===== config.mk =====
export PLATFORM = sky130hd
export DESIGN_NAME = mem_port_arbiter
export DESIGN_NICKNAME = d
export VERILOG_FILES = /design/src/rtl/mem_port_arbiter.sv
export SDC_FILE = /design/constraint.sdc
export NUM_CORES = 1
export LEC_CHECK = 0
export ABC_AREA = 1
export CELL_PAD_IN_SITES_DETAIL_PLACEMENT = 1
export CELL_PAD_IN_SITES_GLOBAL_PLACEMENT = 2
export CORE_MARGIN = 2
export CORE_UTILIZATION = 35
export CTS_BUF_LIST = sky130_fd_sc_hd__clkbuf_4
export DETAILED_ROUTE_END_ITERATION = 8
export DONT_BUFFER_PORTS = 1
export PLACE_DENSITY_LB_ADDON = 0.1
export SYNTH_ARGS = -nofsm -noshare
export SYNTH_HDL_FRONTEND = slang
export SYNTH_SLANG_ARGS = --single-unit

===== constraint.sdc =====
create_clock -name clock -period 1.75 [get_ports clock]
set_clock_uncertainty 0.05 [all_clocks]
set_input_delay 0.35 -clock clock [delete_from_list [all_inputs] [get_ports clock]]
set_output_delay 0.35 -clock clock [all_outputs]
set_load 0.005 [all_outputs]

===== src/rtl/mem_port_arbiter.sv =====
// Arbitrates one fixed-latency single-ported memory between instruction fetch
// and the load/store stage, alternating priority when both stages contend.
module mem_port_arbiter #(
  parameter int MEM_LAT = 2,
  parameter int AW      = 32,
  parameter int DW      = 32
) (
  input  logic          clock,
  input  logic          reset,
  input  logic          if_req,
  input  logic [AW-1:0] if_addr,
  output logic [DW-1:0] if_rdata,
  output logic          if_ready,
  input  logic          me_req,
  input  logic          me_we,
  input  logic [AW-1:0] me_addr,
  input  logic [DW-1:0] me_wdata,
  output logic [DW-1:0] me_rdata,
  output logic          me_ready,
  output logic          mem_en,
  output logic          mem_we,
  output logic [AW-1:0] mem_addr,
  output logic [DW-1:0] mem_wdata,
  input  logic [DW-1:0] mem_rdata,
  output logic          stall_if,
  output logic          stall_me
);

  typedef enum logic [1:0] {IDLE, BUSY, DONE} state_t;

  typedef struct packed {
    state_t        state;
    logic          owner;    // 0 = IF, 1 = ME
    logic [3:0]    cnt;
    logic          last_me;
    logic          mem_en;
    logic          mem_we;
    logic [AW-1:0] mem_addr;
    logic [DW-1:0] mem_wdata;
    logic          if_ready;
    logic          me_ready;
    logic [DW-1:0] if_rdata;
    logic [DW-1:0] me_rdata;
  } regs_t;

  localparam logic [3:0] LAT_M1 = 4'(MEM_LAT - 1);

  regs_t r, r_nxt;
  logic  grant_me;

  // NOTE: reset is sampled on the clock edge, so an access in flight is simply
  // dropped; every register, including the read-data copies, returns to zero.
  always_ff @(posedge clock) begin
    if (reset) r <= '0;
    else       r <= r_nxt;
  end

  // NOTE: start from the current register values so every field of r_nxt is
  // assigned on every path and no latch can be inferred.
  always_comb begin
    r_nxt          = r;
    r_nxt.if_ready = 1'b0;
    r_nxt.me_ready = 1'b0;
    grant_me       = me_req && (!if_req || !r.last_me);
    unique case (r.state)
      IDLE: begin
        if (me_req || if_req) begin
          r_nxt.state     = BUSY;
          r_nxt.cnt       = LAT_M1;
          r_nxt.owner     = grant_me;
          r_nxt.last_me   = grant_me;
          r_nxt.mem_en    = 1'b1;
          r_nxt.mem_we    = grant_me & me_we;
          r_nxt.mem_addr  = grant_me ? me_addr : if_addr;
          r_nxt.mem_wdata = grant_me ? me_wdata : '0;
        end
      end
      BUSY: begin
        if (r.cnt == 4'd0) begin
          r_nxt.state  = DONE;
          r_nxt.mem_en = 1'b0;
          r_nxt.mem_we = 1'b0;
          if (r.owner) begin
            r_nxt.me_rdata = mem_rdata;
            r_nxt.me_ready = 1'b1;
          end else begin
            r_nxt.if_rdata = mem_rdata;
            r_nxt.if_ready = 1'b1;
          end
        end else begin
          r_nxt.cnt = r.cnt - 4'd1;
        end
      end
      DONE:    r_nxt.state = IDLE;
      default: r_nxt.state = IDLE;
    endcase
  end

  assign mem_en    = r.mem_en;
  assign mem_we    = r.mem_we;
  assign mem_addr  = r.mem_addr;
  assign mem_wdata = r.mem_wdata;
  assign if_ready  = r.if_ready;
  assign me_ready  = r.me_ready;
  assign if_rdata  = r.if_rdata;
  assign me_rdata  = r.me_rdata;

  // Stalls react in the same cycle the request is raised.
  assign stall_if  = if_req & ~r.if_ready;
  assign stall_me  = me_req & ~r.me_ready;

endmodule


==> run summary <==
## Outcome
* completed — status

## Place
* 0.190 ns — Place WS
* 0 — number of buffers added on ports
* 0.771 — final weighted congestion in routability-driven placement
* 12.6 mm — Final HPWL DP

## Global route
* 5,806 — number of global-route vias before repair
* 67 — largest net degree at the start of global routing
* 2 — number of antenna violations at the first check in global routing
* 30.6 mm — first-pass GRT wire length
* 19.3% — overall global routing resource usage
* 0 — final global-route overflow total

## Timing
* 74.3% — relative slew slack
* 0.0591 ns — final hold slack
* 90.1% — part of the cycle the worst path needs
* 0 ns — setup total negative slack
* 634 MHz — maximum clock frequency
* 0.174 ns — min setup slack post-route
* 0 — number of setup violations in the final report
* false — setup repair after global routing missed its margin
* 1.58 ns — clock period minus worst slack
* 0 — count of final max-slew check failures
* 0.385 ns — transition time of the tightest slew-check pin
* 0 — Final Hold Vio Count

## Power
* 3.22 nW — leak pwr
* 0.000469 V — largest vdd supply drop
* 1050 nW/um2 — power per cell area

## Clocking
* 0.52 ns — worst skew pair latency
* 0.12 ns — post-CTS clock slew at the launch and capture registers of the worst setup and hold paths
* sky130_fd_sc_hd__clkbuf_4 — Clock Tree Root
* 4 — H-tree depth
* done — clock tree from TritonCTS
* 2 — Clock Tree Buf Depth
* 139 — number of clock sinks
* 17 — Num CTS Buffers
* 0 — post-CTS repair timing setup buffer count

## Job
* 0 — number of maximum-capacitance constraint violations

## Setup path
* 2.15 ns — required time of the worst setup path
* 43 — highest net fanout along the worst path
* 1.97 ns — data arrival time of the critical path
* flip-flop — CP startpoint kind
* flip-flop — Worst Setup End Kind
* reg2reg — type of the setup path with the least slack

## Synthesis
* 1,034 — Synthesized Nets
* sky130_fd_sc_hd__dfxtp_1 — top cell type by total area after synthesis
* 139 — number of synthesized register bits
* 21 — Cell variety after synth
* 7.38 um2 — Synth Area per Inst
* 28.6% — synthesized-area fraction occupied by and/or/nand/nor cells
* 0% — xor and xnor fraction of the mapped netlist area
* 6640 um2 — netlist area before placement
* 0.377% — arithmetic-cell share of the synthesized area counting full adders, half adders and majority gates
* 41.9% — sequential cell area fraction in the yosys report
* 0 — synthesis warning total
* simple AND/OR/NAND/NOR gates — dominant combinational cell family by area after synthesis
* 899 — gate count after technology mapping
* 0% — mux contribution to synthesized area
* 7.05% — area fraction in compound gates after synthesis
* sky130_fd_sc_hd__dfxtp_1 42%, sky130_fd_sc_hd__buf_4 16%, sky130_fd_sc_hd__nor2_1 10% — main area contributors after synthesis
* 41.9% — fraction of post-synthesis cell area in the top cell type by area

## Layout
* 10.4% — ratio of cells with drive above 1 in the final layout
* 1,018 — number of nets in the finished design
* 13.2% — growth of design area from synthesis to finish

## Die
* 18,600 um2 — CORE AREA
* 50 — Rows
* 35.6% — effective utilization at floorplan
* 20,100 um2 — full die area
* 142 um — die height
* 267 — Boundary Pins
* 142 um — Die Width

## Route
* 0 — number of nets still failing antenna checks after routing
* 5,421 — via count
* 17.1 um — average wire per cell in the routed design
* 4.79 — Via density
* 4 — Detailed Routing Iterations Pass 1
* 183 — drt first-iter violations
* 0 — post-route DRC violation count
* 19.4 mm — final WL

## Hold path
* in2reg — Hold/Removal Path Class

[cells by family (layout without fill, tap and decap cells)]
family	count (synthesis)	after routing
fa+ha+maj	2	2
simple gates	463	463
flops	139	139
other cells	0	2
buf+inv	224	221
compound gates	71	71
[per-stage QoR]
step	std cells	instance area [um2]	power, W	util (%)
floorplan	899	6640	0.00535	-
global placement	968	5880	0.00527	31.5
detailed placement	968	5880	0.00532	31.5
CTS	1130	7510	0.00801	40.3
global route	1131	7510	0.00845	40.3
finish	1132	7510	0.00790	40.3
[layout make-up]
class                      instances  area (um2)
antenna                            2        5.00
clock buffer                      18         135
clock inverter                    14         194
fill                            2253       11100
inverter                          44         165
multi-input combinational        536        2400
sequential                       139        2780
tap                              234         293
timing repair buffer             145        1540
[worst max-delay path, cell delays in order (launching register included)]
cell                      delay, ns
sky130_fd_sc_hd__dfxtp_1       0.36
sky130_fd_sc_hd__nor2_2        0.14
sky130_fd_sc_hd__nand2_2       0.13
sky130_fd_sc_hd__nor2_4        0.17
sky130_fd_sc_hd__buf_12        0.25
sky130_fd_sc_hd__o21ai_0       0.15
sky130_fd_sc_hd__o21ai_0       0.21
[cells in the final DEF, fill, tap and decap left out]
master,synthesis,routed
sky130_fd_sc_hd__a21oi_1,5,5
sky130_fd_sc_hd__buf_12,0,10
sky130_fd_sc_hd__buf_4,141,5
sky130_fd_sc_hd__bufinv_16,0,4
sky130_fd_sc_hd__clkbuf_4,0,18
sky130_fd_sc_hd__clkinv_2,0,3
sky130_fd_sc_hd__clkinv_4,0,3
sky130_fd_sc_hd__clkinvlp_4,0,2
sky130_fd_sc_hd__dfxtp_1,139,139
sky130_fd_sc_hd__diode_2,0,2
sky130_fd_sc_hd__dlygate4sd3_1,0,130
sky130_fd_sc_hd__ha_1,2,2
sky130_fd_sc_hd__inv_1,36,36
sky130_fd_sc_hd__inv_2,8,8
sky130_fd_sc_hd__inv_6,0,2
sky130_fd_sc_hd__nand2_1,176,176
sky130_fd_sc_hd__nand2_2,3,3
sky130_fd_sc_hd__nand3_1,100,100
sky130_fd_sc_hd__nor2_1,177,176
sky130_fd_sc_hd__nor2_2,1,1
sky130_fd_sc_hd__nor2_4,3,4
sky130_fd_sc_hd__nor3_1,3,3
sky130_fd_sc_hd__o21ai_0,23,23
sky130_fd_sc_hd__o21ai_1,13,13
sky130_fd_sc_hd__o21ai_2,30,30
[worst paths after layout]
kind	start	end	slack, ns	depth (start not counted)
worst min-delay path	me_req	mem_addr[3]	0.06	3
worst max-delay path	r[139]	mem_addr[4]	0.17	6
worst max register to register	r[139]	mem_addr[4]	0.17	6
worst min register to register	mem_wdata[27]	mem_wdata[27]	0.43	2
[where the power goes]
part / switching [W] / internal (W)
logic: 0.000960 / 0.000652
clock network: 0.00124 / 0.00116
registers: 0.000338 / 0.00354
total: 0.00254 / 0.00535
[routing by layer]
layer | global-route usage [%] | part of all wire, % | vias up
li1 | - | - | 2654
met1 | 21.2 | 40 | 2567
met2 | 34.6 | 50 | 175
met3 | 7.36 | 7.8 | 25
met4 | 5.84 | 1.8 | 0
met5 | 0 | 0 | -
[Yosys cell counts, drive strengths merged]
| library cell | instances |
|---|---|
| a21oi | 5 |
| buf | 176 |
| clkbuf | 4 |
| dfxtp | 139 |
| ha | 2 |
| inv | 44 |
| nand2 | 179 |
| nand3 | 100 |
| nor2 | 181 |
| nor3 | 3 |
| o21ai | 66 |
[what timing repair did]
| action | 4_1_cts | 5_1_grt |
|---|---|---|
| gates resized for setup | 0 | 1 |
| endpoints found under the setup margin | 0 | 2 |
| endpoints found under the hold margin | 128 | 0 |
| hold buffers | 130 | 0 |
[state kept, by name, indices dropped and copies added, names as in the netlist]
name / cells
mem_en: 1
me_rdata: 32
mem_we: 1
if_ready: 1
if_rdata: 32
r: 7
mem_addr: 32
me_ready: 1
mem_wdata: 32
No activity file was read; power rests on OpenSTA's default activity.
